## src/rtl/sdram_write_sequencer.sv

```systemverilog
// Buffers 16-bit words in a FIFO and issues one SDRAM write command per word, walking a linear
// bank/row/column address and pacing itself on the interface busy flag.
module sdram_write_sequencer #(
  parameter int unsigned FIFO_DEPTH  = 8,
  parameter int unsigned ACK_TIMEOUT = 16,
  parameter int unsigned WRAP        = 0,
  // Address loaded by RESET; {bank, row, col}. Nonzero only for bring-up of end-of-memory paths.
  parameter logic [23:0] INIT_ADDR   = 24'd0
) (
  input  logic        CLK_48MHZ,
  input  logic        RESET,
  input  logic [15:0] DATA_IN,
  input  logic        DATA_VALID,
  input  logic        SDRAM_STATUS,
  output logic [1:0]  CMD_OUT,
  output logic [1:0]  A_OUT_BANK,
  output logic [12:0] A_OUT_ROW,
  output logic [8:0]  A_OUT_COL,
  output logic [15:0] D_OUT,
  output logic        FIFO_FULL,
  output logic        OVERFLOW,
  output logic        MEM_FULL,
  output logic        ACK_ERR,
  output logic [23:0] WORD_COUNT
);

  localparam int unsigned AW = (FIFO_DEPTH > 1) ? $clog2(FIFO_DEPTH) : 1;
  localparam int unsigned CW = AW + 1;
  localparam int unsigned TW = $clog2(ACK_TIMEOUT + 1);
  localparam logic [CW-1:0] DepthC  = CW'(FIFO_DEPTH);
  localparam logic [TW-1:0] TmoLast = TW'(ACK_TIMEOUT - 1);

  localparam logic [1:0] StIdle     = 2'd0;
  localparam logic [1:0] StIssue    = 2'd1;
  localparam logic [1:0] StWaitDone = 2'd2;

  localparam logic [1:0] CmdIdle  = 2'd0;
  localparam logic [1:0] CmdWrite = 2'd2;

  logic [15:0]   mem_q [FIFO_DEPTH];
  logic [AW-1:0] rd_ptr_q, rd_ptr_d, wr_ptr_q, wr_ptr_d;
  logic [CW-1:0] count_q, count_d;
  logic [1:0]    state_q, state_d;
  logic [1:0]    cmd_q, cmd_d;
  logic [23:0]   addr_q, addr_d;
  logic [23:0]   wcount_q, wcount_d;
  logic [15:0]   dout_q, dout_d;
  logic [TW-1:0] tmo_q, tmo_d;
  logic          ovf_q, ovf_d;
  logic          mem_full_q, mem_full_d;
  logic          ack_err_q, ack_err_d;
  logic          push, pop;

  assign pop  = (state_q == StWaitDone) && !SDRAM_STATUS;
  // A pop in the same cycle frees the slot, so a full FIFO can still accept.
  assign push = DATA_VALID && ((count_q != DepthC) || pop);

  always_comb begin
    state_d    = state_q;
    cmd_d      = cmd_q;
    addr_d     = addr_q;
    wcount_d   = wcount_q;
    dout_d     = dout_q;
    tmo_d      = tmo_q;
    ovf_d      = ovf_q;
    mem_full_d = mem_full_q;
    ack_err_d  = ack_err_q;
    rd_ptr_d   = pop  ? rd_ptr_q + 1'b1 : rd_ptr_q;
    wr_ptr_d   = push ? wr_ptr_q + 1'b1 : wr_ptr_q;
    count_d    = count_q;
    if (push && !pop) begin
      count_d = count_q + 1'b1;
    end else if (pop && !push) begin
      count_d = count_q - 1'b1;
    end
    if (DATA_VALID && !push) begin
      ovf_d = 1'b1;
    end

    case (state_q)
      StIdle: begin
        if ((count_q != '0) && !SDRAM_STATUS && !mem_full_q) begin
          state_d = StIssue;
          cmd_d   = CmdWrite;
          dout_d  = mem_q[rd_ptr_q];
          tmo_d   = '0;
        end
      end
      StIssue: begin
        if (SDRAM_STATUS) begin
          state_d = StWaitDone;
          cmd_d   = CmdIdle;
        end else if (tmo_q == TmoLast) begin
          // No acknowledge: drop back and retry the same word at the same address.
          state_d   = StIdle;
          cmd_d     = CmdIdle;
          ack_err_d = 1'b1;
        end else begin
          tmo_d = tmo_q + 1'b1;
        end
      end
      StWaitDone: begin
        if (!SDRAM_STATUS) begin
          state_d = StIdle;
          if (wcount_q != '1) begin
            wcount_d = wcount_q + 1'b1;
          end
          if ((addr_q == '1) && (WRAP == 0)) begin
            mem_full_d = 1'b1;
          end else begin
            addr_d = addr_q + 1'b1;
          end
        end
      end
      default: begin
        state_d = StIdle;
        cmd_d   = CmdIdle;
      end
    endcase
  end

  always_ff @(posedge CLK_48MHZ) begin
    if (RESET) begin
      rd_ptr_q   <= '0;
      wr_ptr_q   <= '0;
      count_q    <= '0;
      state_q    <= StIdle;
      cmd_q      <= CmdIdle;
      addr_q     <= INIT_ADDR;
      wcount_q   <= '0;
      dout_q     <= '0;
      tmo_q      <= '0;
      ovf_q      <= 1'b0;
      mem_full_q <= 1'b0;
      ack_err_q  <= 1'b0;
    end else begin
      rd_ptr_q   <= rd_ptr_d;
      wr_ptr_q   <= wr_ptr_d;
      count_q    <= count_d;
      state_q    <= state_d;
      cmd_q      <= cmd_d;
      addr_q     <= addr_d;
      wcount_q   <= wcount_d;
      dout_q     <= dout_d;
      tmo_q      <= tmo_d;
      ovf_q      <= ovf_d;
      mem_full_q <= mem_full_d;
      ack_err_q  <= ack_err_d;
    end
  end

  always_ff @(posedge CLK_48MHZ) begin
    if (push) begin
      mem_q[wr_ptr_q] <= DATA_IN;
    end
  end

  assign CMD_OUT    = cmd_q;
  assign A_OUT_BANK = addr_q[23:22];
  assign A_OUT_ROW  = addr_q[21:9];
  assign A_OUT_COL  = addr_q[8:0];
  assign D_OUT      = dout_q;
  assign FIFO_FULL  = (count_q == DepthC);
  assign OVERFLOW   = ovf_q;
  assign MEM_FULL   = mem_full_q;
  assign ACK_ERR    = ack_err_q;
  assign WORD_COUNT = wcount_q;

endmodule

```

## config.mk

```make
export PLATFORM = sky130hd
export DESIGN_NAME = sdram_write_sequencer
export DESIGN_NICKNAME = d
export VERILOG_FILES = /design/src/rtl/sdram_write_sequencer.sv
export SDC_FILE = /design/constraint.sdc
export NUM_CORES = 1
export LEC_CHECK = 0
export ABC_AREA = 1
export ABC_CLOCK_PERIOD_IN_PS = 2800
export CORE_AREA = 5 5 137 139
export CTS_BUF_LIST = sky130_fd_sc_hd__clkbuf_8
export CTS_CLUSTER_SIZE = 40
export DETAILED_ROUTE_END_ITERATION = 10
export DIE_AREA = 0 0 142 144
export PLACE_DENSITY = 0.76
export SLEW_MARGIN = 20
export SYNTH_ARGS = -nofsm -noshare
export SYNTH_HDL_FRONTEND = slang
export SYNTH_SLANG_ARGS = --single-unit
```

## constraint.sdc

```tcl
create_clock -name CLK_48MHZ -period 2.8 [get_ports CLK_48MHZ]
set_input_delay 0.56 -clock CLK_48MHZ [delete_from_list [all_inputs] [get_ports CLK_48MHZ]]
set_output_delay 0.56 -clock CLK_48MHZ [all_outputs]
set_load 0.005 [all_outputs]
```

== Word-level counts from Yosys, hierarchy flattened ==
Memories as Yosys holds them, arrays and structs flattened. A register that Yosys moved wholly into a read port is not among the register bits.
Index checks and enable logic that the tools add are counted.

* Add/subtract/negate cells: 7
* Equal/unequal tests: 12
* Muxes and demuxes: 16
* Bitwise gates (word level): 3
* Reduce and logical (&&, ||, !) cells: 24

{| class="wikitable"
|+ Operators with widths
! kind !! number
|-
| 24-bit by 1-bit adder with 24-bit output, second input constant || 2
|-
| 24-bit == test, second input constant || 1
|-
| 24-bit inequality test, second input constant || 1
|-
| 3-bit AND reduction || 6
|-
| 5-bit two-way mux || 3
|-
| 2-bit two-way mux || 6
|-
| 2-bit case mux with 3 select lines || 2
|-
| 5-bit case mux with 2 select lines || 1
|-
| 4-bit two-way mux || 2
|-
| 2-bit inequality test, second input constant || 4
|-
| 1-bit logical AND || 7
|-
| 3-bit by 1-bit adder with 3-bit output, second input constant || 2
|-
| 5-bit by 1-bit adder with 5-bit output, second input constant || 1
|-
| 5-bit by 4-bit == test with 1-bit output, second input constant || 1
|-
| 4-bit by 1-bit adder with 4-bit output, second input constant || 1
|-
| 4-bit == test, second input constant || 1
|-
| 1-bit logical NOT || 4
|-
| 4-bit inequality test, second input constant || 1
|-
| 4-bit AND reduction || 1
|-
| 2-bit nonzero test || 2
|-
| 4-bit nonzero test || 1
|-
| 4-bit by 1-bit subtractor with 4-bit output, second input constant || 1
|-
| 3-bit inequality test, second input constant || 1
|-
| 1-bit NOT || 3
|-
| 6 further kinds || 7
|}

* Bits in registers: 70
* RAM bits: 128
* Input bits: 20
* Memories: 1

{| class="wikitable"
|+ Memory list
! name !! depth !! width !! read ports !! clocked after Yosys merged registers in !! wr ports !! line !! source
|-
| mem_q || 8 || 16 || 1 || 1 || 1 || 40 || <nowiki>logic [15:0] mem_q [FIFO_DEPTH];</nowiki>
|}

== Logic depth before layout (Yosys ltp) ==
* Depth after elaboration: 8
* Gate-level depth with buffers: 14

== Worst setup path after synthesis ==
Ideal clock, no wire load.

* Path kind: input to register
* Start point: in SDRAM_STATUS
* End point: mem mem_q[0][0], enable pin
* Library setup time: 0.388 ns
* Data arrival time: 1.955 ns
* Slack: 0.457 ns
* Stages on the path: 6
* Buffers on the path: 0
* Path through: inv_2 > nand3_2 > nand2_1 > nand2_1 > or2_2 > nor2_1

* Word-level cells in the longest chain between the ends: 6

{| class="wikitable"
|+ Ends and longest elaborated chain
! item !! line !! source
|-
| start, declared || 14 || <nowiki>input logic SDRAM_STATUS,</nowiki>
|-
| 1-bit logical NOT || -- ||
|-
| 1-bit logical AND || 54 || <nowiki>assign pop = (state_q == StWaitDone) && !SDRAM_STATUS;</nowiki>
|-
| 1-bit logical OR || 56 || <nowiki>assign push = DATA_VALID && ((count_q != DepthC) || pop);</nowiki>
|-
| 1-bit logical AND || 56 ||
|-
| 1-bit two-way mux || 153 || <nowiki>if (push) begin</nowiki>
|-
| 1-bit two-way mux (implied by the code) || 154 || <nowiki>mem_q[wr_ptr_q] <= DATA_IN;</nowiki>
|-
| end, declared || 40 ||
|}

No other way between the ends.

== Final worst setup path ==
* Start point: reg count_q[3]
* End point: out FIFO_FULL

* Word-level cells in the longest chain between the ends: 1

{| class="wikitable"
|+ Ends and longest elaborated chain
! item !! line !! source
|-
| start, declared || 42 || <nowiki>logic [CW-1:0] count_q, count_d;</nowiki>
|-
| start signal, assigned || 139 || <nowiki>count_q <= count_d;</nowiki>
|-
| 4-bit == test || 163 || <nowiki>assign FIFO_FULL = (count_q == DepthC);</nowiki>
|-
| end, declared || 20 || <nowiki>output logic FIFO_FULL,</nowiki>
|}

No other way between the ends.

==> flow_summary.ini <==
[run_status]
status = complete, no violations

[route]
drc = 0
drtAntennaViolNets = 0
drt_first_pass_iters = 5
met3_length_mm = 1.22
wirelength_met1_mm = 8.86
drt-initial-drc-count = 455
dr_wl_met2_mm = 10.7
drt_wl_total_mm = 21.2
wl_per_cell_um = 15.4
top_layer = met4
num_vias = 7403
via_per_inst = 5.40

[hold_path]
hp-class = reg -> reg

[yosys]
ys_async_sr_fraction_pct = 0
synth_nets = 1038
synth_top_family_by_area = simple AND/OR/NAND/NOR gates
synth_xor_area_share_pct = 1.49
synthMuxAreaShare_pct = 0
synth_edf_count = 128
synthAdderAreaFrac_pct = 1.41
avgSynthCellArea_um2 = 9.32
yosysWarnings = 0
synth-main-ff-cell = edfxtp_1
synth_area_mm2 = 0.00940
seq_area_frac_synth_pct = 59.0
yosys.area_share.simple_pct = 21.6
synth_compound_gate_area_share_pct = 11.6
synth_cell_type_count = 41
ys_ff_latch = 213
syn_inst = 1008

[setup_path]
startpoint_type = flop
required_ns = 2.24
critPathKind = reg -> out
cp.arrival_ns = 1.99
crit_chain = inv_1 -> nor4_2 -> clkdlybuf4s50_1
slowest_delay_ns = 0.59
cpMaxStageDelayCell = clkdlybuf4s50_1
endpoint_kind = output pin
cp_max_fo = 4

[power_and_ir_drop]
p_leak_nw = 3.98
power.density_mw_per_mm2 = 606
report.power.total_w = 0.00681
max-vdd-ir-drop_v = 0.000459

[clocking]
clk_pin_slew_ns = 0.06
cts_buffers = 37
clk_latency_ns = 0.53
post_cts_buffers = 0
cts_sinks = 213
cts_tree = yes
cts_resized = 0
cts_buffer_depth = 3
cts_root_buf = clkbuf_8
cts.htree.levels = 2
hold_buffers = 0

[placed_design]
place_ws_ns = 0.0490
dp_hpwl_mm = 13.6
port_buffers = 88
dpl_cell_area_mm2 = 0.0105
gp_congestion = 0.832

[floorplanning]
rows = 49
die_h_um = 144
core_area_mm2 = 0.0175
start_util_pct = 53.6
num_io_pins = 90
dieArea_mm2 = 0.0204
die_w_um = 142

[job]
maxCapViolations = 0

[timing]
setup_ws_ns = 0.255
grt_setup_unrepaired = false
finalSetupTns_ns = 0
period_share_pct = 90.9
setup_violations = 0
tightest_slew_ns = 0.680
slew_headroom_pct = 54.4
fin_skew_ns = 0.0321
finalHoldViolations = 0
fmax_ghz = 0.393
finalMaxSlewViolations = 0
min_period_ns = 2.55

[final_layout]
final_common_cell = nor2_1
fin_util_pct = 64.1
stdcell_area_mm2 = 0.0112
final_nets = 1145
area_growth_pct = 19.6
antenna_cells = 0
multi_input_area_mm2 = 0.00340
final_cell_mix = 205 x nor2_1, 161 x nand2_1, 128 x edfxtp_1
drive_gt1_share_pct = 9.89
nFillCells = 1476
regArea_mm2 = 0.00555

[grt]
globalRouteOverflowTotal = 0
antenna_found_initial = 0
grt_pass1_wl_mm = 34.6
grt_pass1_vias = 7118
grt_usage_pct = 20.9
grt_max_degree = 67
worst paths after layout:
check | cells after the start | start | slack (ns) | end
setup / recovery | 3 | count_q[3] | 0.25 | FIFO_FULL
hold / removal | 2 | OVERFLOW | 0.45 | OVERFLOW
setup reg to reg | 14 | count_q[3] | 0.42 | count_q[3]
hold reg to reg | 2 | OVERFLOW | 0.45 | OVERFLOW
per-stage QoR:
step           hold slack, ns  std cells
3_5_place_dp            0.449       1305
2_1_floorplan           0.439       1008
4_1_cts                 0.458       1372
5_1_grt                 0.485       1372
3_3_place_gp            0.442       1305
6_report                0.451       1372
synth_stat cells (2+ instances only):
library cell / count / area share, %
o21ai_0: 79 / 4.2
buf_6: 2 / 0.24
nor2_2: 5 / 0.33
o211ai_1: 32 / 2.6
inv_1: 57 / 2.3
xor2_1: 7 / 0.65
dfxtp_1: 85 / 18
edfxtp_1: 128 / 41
inv_2: 2 / 0.080
xnor2_1: 9 / 0.84
buf_1: 6 / 0.24
nand2_1: 161 / 6.4
nand4_1: 15 / 1.0
ha_1: 9 / 1.2
nor2_4: 4 / 0.48
nand2_4: 3 / 0.36
nor2_1: 205 / 8.2
o21ai_1: 2 / 0.11
nand3b_1: 3 / 0.24
a31oi_1: 11 / 0.73
nand2_2: 5 / 0.33
a21oi_2: 10 / 0.93
a21oi_1: 52 / 2.8
nor3_1: 5 / 0.27
nand3_1: 61 / 3.2
clkbuf_1: 20 / 0.80
buf_2: 16 / 0.85
cell families (layout without fill, tap and decap cells):
group / Yosys count / count (layout)
AOI/OAI and AO/OA: 189 / 189
xor gates and xnor gates: 16 / 16
adders and majority gates: 10 / 10
buffers and inverters: 106 / 241
DFF: 213 / 213
other: 1 / 1
and+or+nand+nor: 473 / 473
layer usage:
layer	track usage [%]	vias to the layer above
li1	-	3669
met1	25.9	3499
met3	4.17	36
met4	6.57	0
met5	0	-
met2	37.1	199
registers in the layout, summed over array words and instances (netlist names), 2 cells and up:
name        count
tmo_q           5
D_OUT          16
count_q         4
WORD_COUNT     24
addr_q         24
state_q         2
mem_q         128
rd_ptr_q        3
wr_ptr_q        3
final cells by class:
class,count,share of cell area [%]
multi-input combinational,689,30.2
clock buffer,40,4.90
sequential,213,49.4
tap,229,2.55
clock inverter,27,1.31
timing repair buffer,114,9.64
inverter,60,2.00
worst max-delay path: cells and delay by family, from the launching register on:
family / cells / cell delay, ns
buf+inv: 2 / 0.67
simple gates: 1 / 0.41
flops: 1 / 0.38
power by group:
part           leakage [nW]  internal [W]  switching (W)
combinational          1.71      0.000249       0.000386
clock                 0.420       0.00142        0.00123
sequential             1.85       0.00346      0.0000644
Note: power is estimated with default switching activity, not from simulation.
